<file path="src/rtl/uart_pkg.sv">
// uart_pkg: constants, state encodings and helpers shared by the UART receive and transmit blocks.
//   UART_OVERSAMPLE  baud_16_x_p ticks per serial bit
//   UART_FIFO_DEPTH  receive FIFO depth in bytes
//   TICK_SAMPLE_*    tick indices whose samples are majority-voted into one bit
//   rx_state_e       receiver FSM states
//   tx_state_e       transmitter FSM states
package uart_pkg;

    localparam int unsigned UART_OVERSAMPLE = 16;
    localparam int unsigned UART_FIFO_DEPTH = 32;

    localparam logic [3:0] TICK_SAMPLE_0 = 4'd7;
    localparam logic [3:0] TICK_SAMPLE_1 = 4'd8;
    localparam logic [3:0] TICK_SAMPLE_2 = 4'd9;

    typedef enum logic [2:0] {
        RX_IDLE,
        RX_START,
        RX_DATA,
        RX_STOP,
        RX_PUSH,
        RX_BREAK
    } rx_state_e;

    typedef enum logic [1:0] {
        TX_IDLE,
        TX_START,
        TX_DATA,
        TX_STOP
    } tx_state_e;

    function automatic logic majority3(input logic a, input logic b, input logic c);
        return (a & b) | (a & c) | (b & c);
    endfunction

endpackage

</file>
<file path="src/rtl/uart_rx_if.sv">
// uart_rx_if: receive-side host interface of the UART receiver.
//   fifo_rx_rd_en_p       pop one byte (host -> receiver)
//   error_clear_p         clear the sticky error flags (host -> receiver)
//   fifo_rx_dout_p        popped byte, valid the clock after a pop
//   fifo_rx_data_count_p  bytes held, 0..32
//   fifo_rx_empty_p       FIFO empty
//   fifo_rx_full_p        FIFO full
//   rx_byte_valid_p       one-clk pulse per byte written into the FIFO
//   framing_error_p       sticky, stop bit sampled low
//   overrun_p             sticky, good byte dropped on a full FIFO
// master = receiver side, slave = host side.
interface uart_rx_if;

    logic       fifo_rx_rd_en_p;
    logic       error_clear_p;
    logic [7:0] fifo_rx_dout_p;
    logic [5:0] fifo_rx_data_count_p;
    logic       fifo_rx_empty_p;
    logic       fifo_rx_full_p;
    logic       rx_byte_valid_p;
    logic       framing_error_p;
    logic       overrun_p;

    modport master (
        input  fifo_rx_rd_en_p,
        input  error_clear_p,
        output fifo_rx_dout_p,
        output fifo_rx_data_count_p,
        output fifo_rx_empty_p,
        output fifo_rx_full_p,
        output rx_byte_valid_p,
        output framing_error_p,
        output overrun_p
    );

    modport slave (
        output fifo_rx_rd_en_p,
        output error_clear_p,
        input  fifo_rx_dout_p,
        input  fifo_rx_data_count_p,
        input  fifo_rx_empty_p,
        input  fifo_rx_full_p,
        input  rx_byte_valid_p,
        input  framing_error_p,
        input  overrun_p
    );

endinterface

</file>
<file path="src/rtl/fifo_rx.sv">
// fifo_rx: synchronous byte FIFO with standard (registered) read mode and a data count.
//   i_clk         clock, rising edge
//   i_rst         synchronous active-high reset
//   i_wr_en       write i_wr_data (ignored while full)
//   i_wr_data     byte to write
//   i_rd_en       pop one byte into o_dout (ignored while empty)
//   o_dout        popped byte, updated the clock after i_rd_en
//   o_data_count  bytes held, 0..DEPTH
//   o_empty       holds 0 bytes
//   o_full        holds DEPTH bytes
module fifo_rx #(
    parameter int unsigned DEPTH = 32
) (
    input  logic                       i_clk,
    input  logic                       i_rst,
    input  logic                       i_wr_en,
    input  logic [7:0]                 i_wr_data,
    input  logic                       i_rd_en,
    output logic [7:0]                 o_dout,
    output logic [$clog2(DEPTH+1)-1:0] o_data_count,
    output logic                       o_empty,
    output logic                       o_full
);

    localparam int unsigned AW = $clog2(DEPTH);
    localparam int unsigned CW = $clog2(DEPTH + 1);

    logic [7:0]    r_mem [DEPTH];
    logic [AW-1:0] r_wr_ptr;
    logic [AW-1:0] r_rd_ptr;
    logic [CW-1:0] r_count;
    logic [CW-1:0] w_count_d;
    logic          r_empty;
    logic          r_full;
    logic [7:0]    r_dout;
    logic          w_do_wr;
    logic          w_do_rd;

    assign w_do_wr = i_wr_en & ~r_full;
    assign w_do_rd = i_rd_en & ~r_empty;

    always_comb begin
        w_count_d = r_count;
        case ({w_do_wr, w_do_rd})
            2'b10:   w_count_d = r_count + CW'(1);
            2'b01:   w_count_d = r_count - CW'(1);
            default: w_count_d = r_count;
        endcase
    end

    // Storage carries no reset; only the pointers define what is valid.
    always_ff @(posedge i_clk) begin
        if (w_do_wr) begin
            r_mem[r_wr_ptr] <= i_wr_data;
        end
    end

    always_ff @(posedge i_clk) begin
        if (i_rst) begin
            r_wr_ptr <= '0;
            r_rd_ptr <= '0;
            r_count  <= '0;
            r_empty  <= 1'b1;
            r_full   <= 1'b0;
            r_dout   <= 8'h00;
        end else begin
            if (w_do_wr) begin
                r_wr_ptr <= r_wr_ptr + AW'(1);
            end
            if (w_do_rd) begin
                r_dout   <= r_mem[r_rd_ptr];
                r_rd_ptr <= r_rd_ptr + AW'(1);
            end
            r_count <= w_count_d;
            r_empty <= (w_count_d == '0);
            r_full  <= (w_count_d == CW'(DEPTH));
        end
    end

    assign o_dout       = r_dout;
    assign o_data_count = r_count;
    assign o_empty      = r_empty;
    assign o_full       = r_full;

endmodule

</file>
<file path="src/rtl/uart_rx.sv">
// uart_rx: 8N1 UART receiver with 16x oversampling, majority-vote bit decisions and a
// 32-byte receive FIFO.
//   clk210_p     sole clock, rising edge
//   reset_p      synchronous active-high reset
//   baud_16_x_p  one-clk strobe at 16x the baud rate
//   rx_p         asynchronous serial input, idle high, LSB first
//   bus          uart_rx_if.master: FIFO read port, status and sticky error flags
module uart_rx
    import uart_pkg::*;
#(
    parameter int unsigned FIFO_DEPTH = UART_FIFO_DEPTH,
    parameter int unsigned OVERSAMPLE = UART_OVERSAMPLE
) (
    input  logic       clk210_p,
    input  logic       reset_p,
    input  logic       baud_16_x_p,
    input  logic       rx_p,
    uart_rx_if.master  bus
);

    localparam logic [3:0] TICK_LAST = 4'(OVERSAMPLE - 1);

    logic       r_rx_meta;
    logic       r_rx_s;
    rx_state_e  r_state;
    logic [3:0] r_tick;
    logic [2:0] r_bit_cnt;
    logic [7:0] r_shift;
    logic [1:0] r_samp;
    logic       r_wr_en;
    logic       r_valid;
    logic       r_framing_err;
    logic       r_overrun;
    logic [3:0] w_tick_nxt;
    logic       w_maj;
    logic       w_in_bit;

    // r_tick holds the index of the last processed tick; the current tick is one past it,
    // and the 4-bit wrap makes tick 15 of one bit roll into tick 0 of the next.
    assign w_tick_nxt = r_tick + 4'd1;
    assign w_maj      = majority3(r_samp[0], r_samp[1], r_rx_s);
    assign w_in_bit   = (r_state == RX_START) || (r_state == RX_DATA) || (r_state == RX_STOP);

    always_ff @(posedge clk210_p) begin
        if (reset_p) begin
            r_rx_meta     <= 1'b1;
            r_rx_s        <= 1'b1;
            r_state       <= RX_IDLE;
            r_tick        <= 4'd0;
            r_bit_cnt     <= 3'd0;
            r_shift       <= 8'h00;
            r_samp        <= 2'b11;
            r_wr_en       <= 1'b0;
            r_valid       <= 1'b0;
            r_framing_err <= 1'b0;
            r_overrun     <= 1'b0;
        end else begin
            r_rx_meta <= rx_p;
            r_rx_s    <= r_rx_meta;
            r_wr_en   <= 1'b0;
            r_valid   <= 1'b0;

            // Clear first so a flag set later in this block wins.
            if (bus.error_clear_p) begin
                r_framing_err <= 1'b0;
                r_overrun     <= 1'b0;
            end

            if (baud_16_x_p && w_in_bit) begin
                r_tick <= w_tick_nxt;
                if (w_tick_nxt == TICK_SAMPLE_0) r_samp[0] <= r_rx_s;
                if (w_tick_nxt == TICK_SAMPLE_1) r_samp[1] <= r_rx_s;
            end

            case (r_state)
                RX_IDLE: begin
                    if (baud_16_x_p && !r_rx_s) begin
                        r_state   <= RX_START;
                        r_tick    <= 4'd0;
                        r_bit_cnt <= 3'd0;
                    end
                end
                RX_START: begin
                    if (baud_16_x_p) begin
                        if (w_tick_nxt == TICK_SAMPLE_2 && w_maj) begin
                            r_state <= RX_IDLE;
                        end else if (w_tick_nxt == TICK_LAST) begin
                            r_state <= RX_DATA;
                        end
                    end
                end
                RX_DATA: begin
                    if (baud_16_x_p) begin
                        if (w_tick_nxt == TICK_SAMPLE_2) begin
                            r_shift <= {w_maj, r_shift[7:1]};
                        end
                        if (w_tick_nxt == TICK_LAST) begin
                            if (r_bit_cnt == 3'd7) begin
                                r_state <= RX_STOP;
                            end else begin
                                r_bit_cnt <= r_bit_cnt + 3'd1;
                            end
                        end
                    end
                end
                RX_STOP: begin
                    if (baud_16_x_p && w_tick_nxt == TICK_SAMPLE_2) begin
                        if (w_maj) begin
                            r_state <= RX_PUSH;
                        end else begin
                            r_framing_err <= 1'b1;
                            r_state       <= RX_BREAK;
                        end
                    end
                end
                RX_PUSH: begin
                    if (!bus.fifo_rx_full_p) begin
                        r_wr_en <= 1'b1;
                        r_valid <= 1'b1;
                    end else begin
                        r_overrun <= 1'b1;
                    end
                    r_state <= RX_IDLE;
                end
                RX_BREAK: begin
                    if (baud_16_x_p && r_rx_s) begin
                        r_state <= RX_IDLE;
                    end
                end
                default: r_state <= RX_IDLE;
            endcase
        end
    end

    fifo_rx #(
        .DEPTH(FIFO_DEPTH)
    ) u_fifo_rx (
        .i_clk       (clk210_p),
        .i_rst       (reset_p),
        .i_wr_en     (r_wr_en),
        .i_wr_data   (r_shift),
        .i_rd_en     (bus.fifo_rx_rd_en_p),
        .o_dout      (bus.fifo_rx_dout_p),
        .o_data_count(bus.fifo_rx_data_count_p),
        .o_empty     (bus.fifo_rx_empty_p),
        .o_full      (bus.fifo_rx_full_p)
    );

    assign bus.rx_byte_valid_p = r_valid;
    assign bus.framing_error_p = r_framing_err;
    assign bus.overrun_p       = r_overrun;

endmodule
</file>
<file path="src/flat_wrapper.sv">
// flat-port wrapper written by rule: the top's interface ports become plain ports
module uart_rx_flat import uart_pkg::*;
#(
    parameter int unsigned FIFO_DEPTH = UART_FIFO_DEPTH,
    parameter int unsigned OVERSAMPLE = UART_OVERSAMPLE
)
  (clk210_p, reset_p, baud_16_x_p, rx_p, bus_fifo_rx_rd_en_p, bus_error_clear_p, bus_fifo_rx_dout_p, bus_fifo_rx_data_count_p, bus_fifo_rx_empty_p, bus_fifo_rx_full_p, bus_rx_byte_valid_p, bus_framing_error_p, bus_overrun_p);
  uart_rx_if bus_i ();
  input  logic clk210_p;
  input  logic reset_p;
  input  logic baud_16_x_p;
  input  logic rx_p;
  input wire logic [$bits(bus_i.fifo_rx_rd_en_p)-1:0] bus_fifo_rx_rd_en_p;
  input wire logic [$bits(bus_i.error_clear_p)-1:0] bus_error_clear_p;
  output wire logic [$bits(bus_i.fifo_rx_dout_p)-1:0] bus_fifo_rx_dout_p;
  output wire logic [$bits(bus_i.fifo_rx_data_count_p)-1:0] bus_fifo_rx_data_count_p;
  output wire logic [$bits(bus_i.fifo_rx_empty_p)-1:0] bus_fifo_rx_empty_p;
  output wire logic [$bits(bus_i.fifo_rx_full_p)-1:0] bus_fifo_rx_full_p;
  output wire logic [$bits(bus_i.rx_byte_valid_p)-1:0] bus_rx_byte_valid_p;
  output wire logic [$bits(bus_i.framing_error_p)-1:0] bus_framing_error_p;
  output wire logic [$bits(bus_i.overrun_p)-1:0] bus_overrun_p;
  assign bus_i.fifo_rx_rd_en_p = bus_fifo_rx_rd_en_p;
  assign bus_i.error_clear_p = bus_error_clear_p;
  assign bus_fifo_rx_dout_p = bus_i.fifo_rx_dout_p;
  assign bus_fifo_rx_data_count_p = bus_i.fifo_rx_data_count_p;
  assign bus_fifo_rx_empty_p = bus_i.fifo_rx_empty_p;
  assign bus_fifo_rx_full_p = bus_i.fifo_rx_full_p;
  assign bus_rx_byte_valid_p = bus_i.rx_byte_valid_p;
  assign bus_framing_error_p = bus_i.framing_error_p;
  assign bus_overrun_p = bus_i.overrun_p;
  uart_rx #(.FIFO_DEPTH(FIFO_DEPTH), .OVERSAMPLE(OVERSAMPLE)) u_core (.clk210_p(clk210_p), .reset_p(reset_p), .baud_16_x_p(baud_16_x_p), .rx_p(rx_p), .bus(bus_i));
endmodule
</file>
<file path="config.mk">
export PLATFORM = sky130hd
export DESIGN_NAME = uart_rx_flat
export DESIGN_NICKNAME = d
export VERILOG_FILES = /design/src/rtl/uart_pkg.sv /design/src/rtl/uart_rx_if.sv /design/src/rtl/fifo_rx.sv /design/src/rtl/uart_rx.sv /design/src/flat_wrapper.sv
export SDC_FILE = /design/constraint.sdc
export NUM_CORES = 1
export LEC_CHECK = 0
export CAP_MARGIN = 20
export CORE_ASPECT_RATIO = 1.2
export CORE_UTILIZATION = 30
export DETAILED_ROUTE_END_ITERATION = 12
export GPL_TIMING_DRIVEN = 0
export PLACE_DENSITY_LB_ADDON = 0.12
export SETUP_SLACK_MARGIN = 0.15
export SLEW_MARGIN = 20
export SYNTH_ARGS = -nofsm -noshare
export SYNTH_HDL_FRONTEND = slang
export SYNTH_SLANG_ARGS = --single-unit
</file>
<file path="constraint.sdc">
create_clock -name clk210_p -period 2.9 [get_ports clk210_p]
set_input_delay 0.29 -clock clk210_p [delete_from_list [all_inputs] [get_ports clk210_p]]
set_output_delay 0.29 -clock clk210_p [all_outputs]
set_load 0.1 [all_outputs]
</file>
# == After elaboration in Yosys (flattened, before gate mapping) ==
# Memories as Yosys holds them, arrays and structs flattened. A register that Yosys moved wholly into a read port is not among the register bits.
# Cells that the tools add are included.
# op_classes
reduce_logical,17
n_mux,30
n_eq_ne,22
bitwise,10
n_addsub,6
# op_table
op,count
$mux 3,13
$pmux 3 s5,1
$eq 4x4->1 const B,3
$mux 4,3
$ne 2x2->1 const B,6
$pmux 6 s2,1
$mux 1,11
$add 5x1->5 const B,2
$eq 3x3->1 const B,3
$reduce_and 8->1,1
$add 6x1->6 const B,1
$eq 3x2->1 const B,2
$eq 6x6->1 const B,1
$logic_not 6->1,1
$pmux 3 s2,1
$sub 6x1->6 const B,1
$and 1x1->1,5
$logic_and 1x1->1,5
$reduce_and 5->1,1
$add 4x1->4 const B,1
$eq 4x3->1 const B,1
$ne 2x1->1 const B,2
$reduce_and 2->1,2
$add 3x1->3 const B,1
other kinds (12),16
# totals
out_inout_bits,19
ramBits,256
word_cells,102
reg_bits,43
memories,1
# mem_list
memory,depth,word_bits,read_ports,rd_clocked_by_memory_dff,wr,line_no,text
u_core.u_fifo_rx.r_mem,32,8,1,1,1,fifo_rx.sv:28,logic [7:0] r_mem [DEPTH];

# == Depth between registers and ports, before layout ==
# logic_depth
word_depth,7
depth_mapped,11
ltp_nobuf,11

# == Cells and area by module ==
# A second synthesis with hierarchy kept.
# hier_totals
hier_cells,706
area_unflattened_um2,12567.1
# modules_own_cells
mod,seq_area_each_um2,n_inst,cells_each,area_per_inst_um2
fifo_rx,8207.9,1,559,11143.2
uart_rx,500.5,1,147,1423.9

# == Worst setup path before layout ==
# No wires, ideal clock.
# synth_path
kind,reg2reg
from,register u_core.u_fifo_rx.r_empty (netlist: u_core.u_fifo_rx.o_empty)
to,register u_core.u_fifo_rx.r_empty (netlist: u_core.u_fifo_rx.o_empty)
path_buffers,2
setup_time_ns,0.086
arrival_ns,3.048
stages_incl_launch_ff,12
required_time_ns,2.814
slack_ns,-0.233
cell_sequence,dfxtp_1 nand2b_1 inv_1 buf_2 clkbuf_1 ha_1 inv_1 or4_1 o2111ai_1 mux2i_1 o311ai_1 a211oi_1
# synth_via
elab_chain_len,5
word_cells_on_any_way,6
cone_classes,eq/ne (2); mux (1); bitwise (2); reduce/logical (1)
# synth_lines
item,line_no,text
start: declaration,fifo_rx.sv:33,logic r_empty;
start signal: assignment,fifo_rx.sv:75,r_empty <= (w_count_d == '0);
$not 1->1 (*),fifo_rx.sv:40,assign w_do_rd = i_rd_en & ~r_empty;
$and 1x1->1 (*),fifo_rx.sv:40,
$eq 2x1->1 / $eq 2x2->1 (equally long branches),fifo_rx.sv:44,"case ({w_do_wr, w_do_rd})"
$pmux 6 s2 (*),fifo_rx.sv:44,
$logic_not 6->1 (*),fifo_rx.sv:75,
# Mark *: on every way between the ends. The rest lies on a longest branch, timed or not.
# A chain may end at the register's enable or synchronous reset.

# == Worst setup path in the final report ==
# Same ends and word-level chain as after synthesis.

==> impl_metrics.py <==
metrics = {
    "synthesis": {
        "synth-edff-count": 256,
        "yosys_warnings": 0,
        "yosys.area.top_type": "edfxtp_1",
        "syn_avg_cell_area_um2": 17.4,
        "synth_seq_cells": 307,
        "synth_area_leaders": "edfxtp_1 (62%), mux4_2 (14%), dfxtp_1 (8.2%)",
        "ys_seq_area_frac": 0.697,
        "synthCells": 718,
        "synth_cell_types": 57,
        "postSynth.asyncResetShare": 0,
        "synth_fp_nets": 737,
        "synthTopCellsByCount": "edfxtp_1 (256), mux4_2 (80), nor2_1 (80), dfxtp_1 (51), nand2_1 (24)",
        "synth_top_area_frac": 0.615,
        "netlist_area_um2": 12500,
        "synth_ff_type": "edfxtp_1",
        "yosysMostFrequentCell": "edfxtp_1",
    },
    "placed_design": {
        "dp_hpwl_um": 20200,
        "port-buffer-count": 23,
        "dp.cells": 1282,
        "gp_congestion": 0.820,
        "place_ws_ns": -0.590,
    },
    "clock_tree": {
        "cts-root-buf": "clkbuf_16",
        "htree_levels": 2,
        "clk_latency_ns": 0.52,
        "tritoncts": "built",
        "cts_sinks": 307,
        "clk_pin_slew_ns": 0.06,
        "cts_max_path_buffers": 3,
        "numCtsBuffers": 34,
    },
    "sta": {
        "rsz0062_at_grt": "true",
        "fin_ws_ns": 0.225,
        "setup_violations": 0,
        "hold_viol": 0,
        "fin_worst_skew_ns": 0.0236,
        "max_freq_ghz": 0.374,
        "fin_crit_sh": 0.922,
        "tightest_slew_ns": 1.00,
        "slew_headroom": 0.329,
        "slew_viol_final": 0,
        "fin_crit_ns": 2.68,
    },
    "detailed_routing": {
        "routed_wirelength_um": 30400,
        "drt-pass1-iter-count": 5,
        "drtIter0Drc": 423,
        "vias_per_cell": 4.93,
        "antenna_left": 0,
        "drc": 0,
        "vias": 6607,
        "wl_per_cell_um": 22.7,
    },
    "worst_setup_path": {
        "critical-path-max-stage-delay_ns": 0.56,
        "worstPathCellList": "nand2b_4 > inv_2 > buf_6 > clkbuf_8 > ha_4 > inv_1 > or4_1 > o2111ai_2 > mux2i_1 > o311ai_2 > a211oi_1",
        "startpoint_type": "register",
        "cp_max_fo": 10,
        "crit_buf_inv": 4,
        "path_delay_family": "simple AND/OR/NAND/NOR gates",
        "worst_setup_path_end_kind": "register",
        "arrival_ns": 3.08,
        "slowest_stage": "or4_1",
        "cp.required_ns": 3.30,
        "crit_type": "reg -> reg",
    },
    "grt": {
        "grt_pass1_wl_um": 45500,
        "overflow": 0,
        "grt_max_degree": 35,
        "antenna_found_initial": 0,
        "grt_pass1_vias": 7011,
        "track_usage": 0.147,
    },
    "run": {
        "maxCapViolCount": 0,
    },
    "worst_hold_path": {
        "min_path_type": "in -> reg",
    },
    "power": {
        "power_density_nw_per_um2": 602,
        "p_leak_nw": 4.75,
        "ir_worst_vdd_uv": 302,
    },
    "finish": {
        "fillCellCount": 3897,
        "fin_nets": 798,
        "n_antenna_cell": 0,
        "layoutNonFillerInstCount": 1339,
        "syn_to_final_growth_pct": 16.3,
        "drive_gt1_frac": 0.234,
    },
    "die": {
        "initial_core_util": 0.305,
        "io_pins": 25,
        "die_h_um": 226,
        "dieArea_um2": 42500,
        "rows": 81,
        "die_w_um": 188,
        "core_area_um2": 40900,
    },
    "run_status": {
        "status": "finished clean",
    },
}
layout by cell type (no fill, tap or decap), types with 15 or more instances in the layout:
cell type	n
clkbuf_1	24
nand2_1	24
clkbuf_16	35
edfxtp_1	256
mux2i_1	16
o21ai_0	15
a21oi_1	16
clkdlybuf4s50_1	23
dfxtp_1	40
mux4_2	80
nor2_1	70
cell families after synthesis:
group	Yosys count	share of synthesized area
multiplexers	96	0.157
flip-flops	307	0.697
XOR/XNOR	18	0.0126
buffers and inverters	51	0.0204
adder cells (fa/ha/maj)	14	0.0138
AND/OR/NAND/NOR	166	0.0642
AO/OA/AOI/OAI	66	0.0347
cell type report:
class / count / area, um2 / share of cell area
Tap cell: 539 / 674 / 0.0464
Timing Repair Buffer: 25 / 245 / 0.0169
Multi-Input combinational cell: 360 / 3600 / 0.248
Sequential cell: 307 / 8720 / 0.601
Clock buffer: 41 / 898 / 0.0619
Buffer: 40 / 230 / 0.0159
Clock inverter: 16 / 113 / 0.00775
Inverter: 11 / 41.3 / 0.00284
sequential cells by signal (all words and copies together) (netlist names):
register,count
u_core.u_fifo_rx.r_mem,256
u_core.r_shift,8
u_core.u_fifo_rx.o_dout,8
u_core.u_fifo_rx.o_data_count,6
u_core.u_fifo_rx.r_rd_ptr,5
u_core.u_fifo_rx.r_wr_ptr,5
u_core.r_tick,4
u_core.r_bit_cnt,3
u_core.r_state,3
u_core.r_samp,2
u_core.bus.framing_error_p,1
u_core.bus.overrun_p,1
u_core.r_rx_meta,1
u_core.r_rx_s,1
u_core.r_wr_en,1
u_core.u_fifo_rx.o_empty,1
u_core.u_fifo_rx.o_full,1
through the flow:
stage | hold slack [ns] | power [mW] | area [um2] | util | setup TNS (ns)
floorplan | 0.389 | 4.83 | 12500 | - | 0
global placement | 0.405 | 4.85 | 13400 | 0.327 | -1.33
detailed placement | 0.401 | 4.85 | 13400 | 0.328 | -1.53
CTS | 0.320 | 8.87 | 14500 | 0.354 | 0
global route | 0.324 | 9.02 | 14500 | 0.355 | 0
finish | 0.295 | 8.75 | 14500 | 0.355 | 0
what timing repair did:
| item | 4_1_cts | 5_1_grt |
|---|---|---|
| gates resized for setup | 6 | 14 |
| setup endpoints to repair | 4 | 78 |
| hold buffers | 0 | 0 |
| cloned | 0 | 0 |
| buffers inserted | 0 | 0 |
worst paths after layout:
kind,cells past startpoint,endpoint,startpoint,slack (ns)
worst max-delay path,11,u_core.u_fifo_rx.o_empty,u_core.u_fifo_rx.o_empty,0.22
worst min-delay path,2,u_core.r_state[0],reset_p,0.30
worst max register to register,11,u_core.u_fifo_rx.o_empty,u_core.u_fifo_rx.o_empty,0.22
worst min register to register,1,u_core.r_rx_s,u_core.r_rx_meta,0.42
power by group:
group | leakage [nW] | switching [mW] | internal (mW) | total [mW]
clock network | 0.497 | 1.70 | 2.29 | 3.99
registers | 2.95 | 0.00245 | 4.71 | 4.71
logic | 1.31 | 0.0303 | 0.0166 | 0.0469
per-layer routing:
layer	share of wire	vias to the layer above	GRT usage
li1	-	2948	-
met1	0.41	3452	0.179
met2	0.51	156	0.259
met3	0.042	51	0.0260
met4	0.032	0	0.0564
met5	0	-	0
Power figures use the tool's default switching activity.
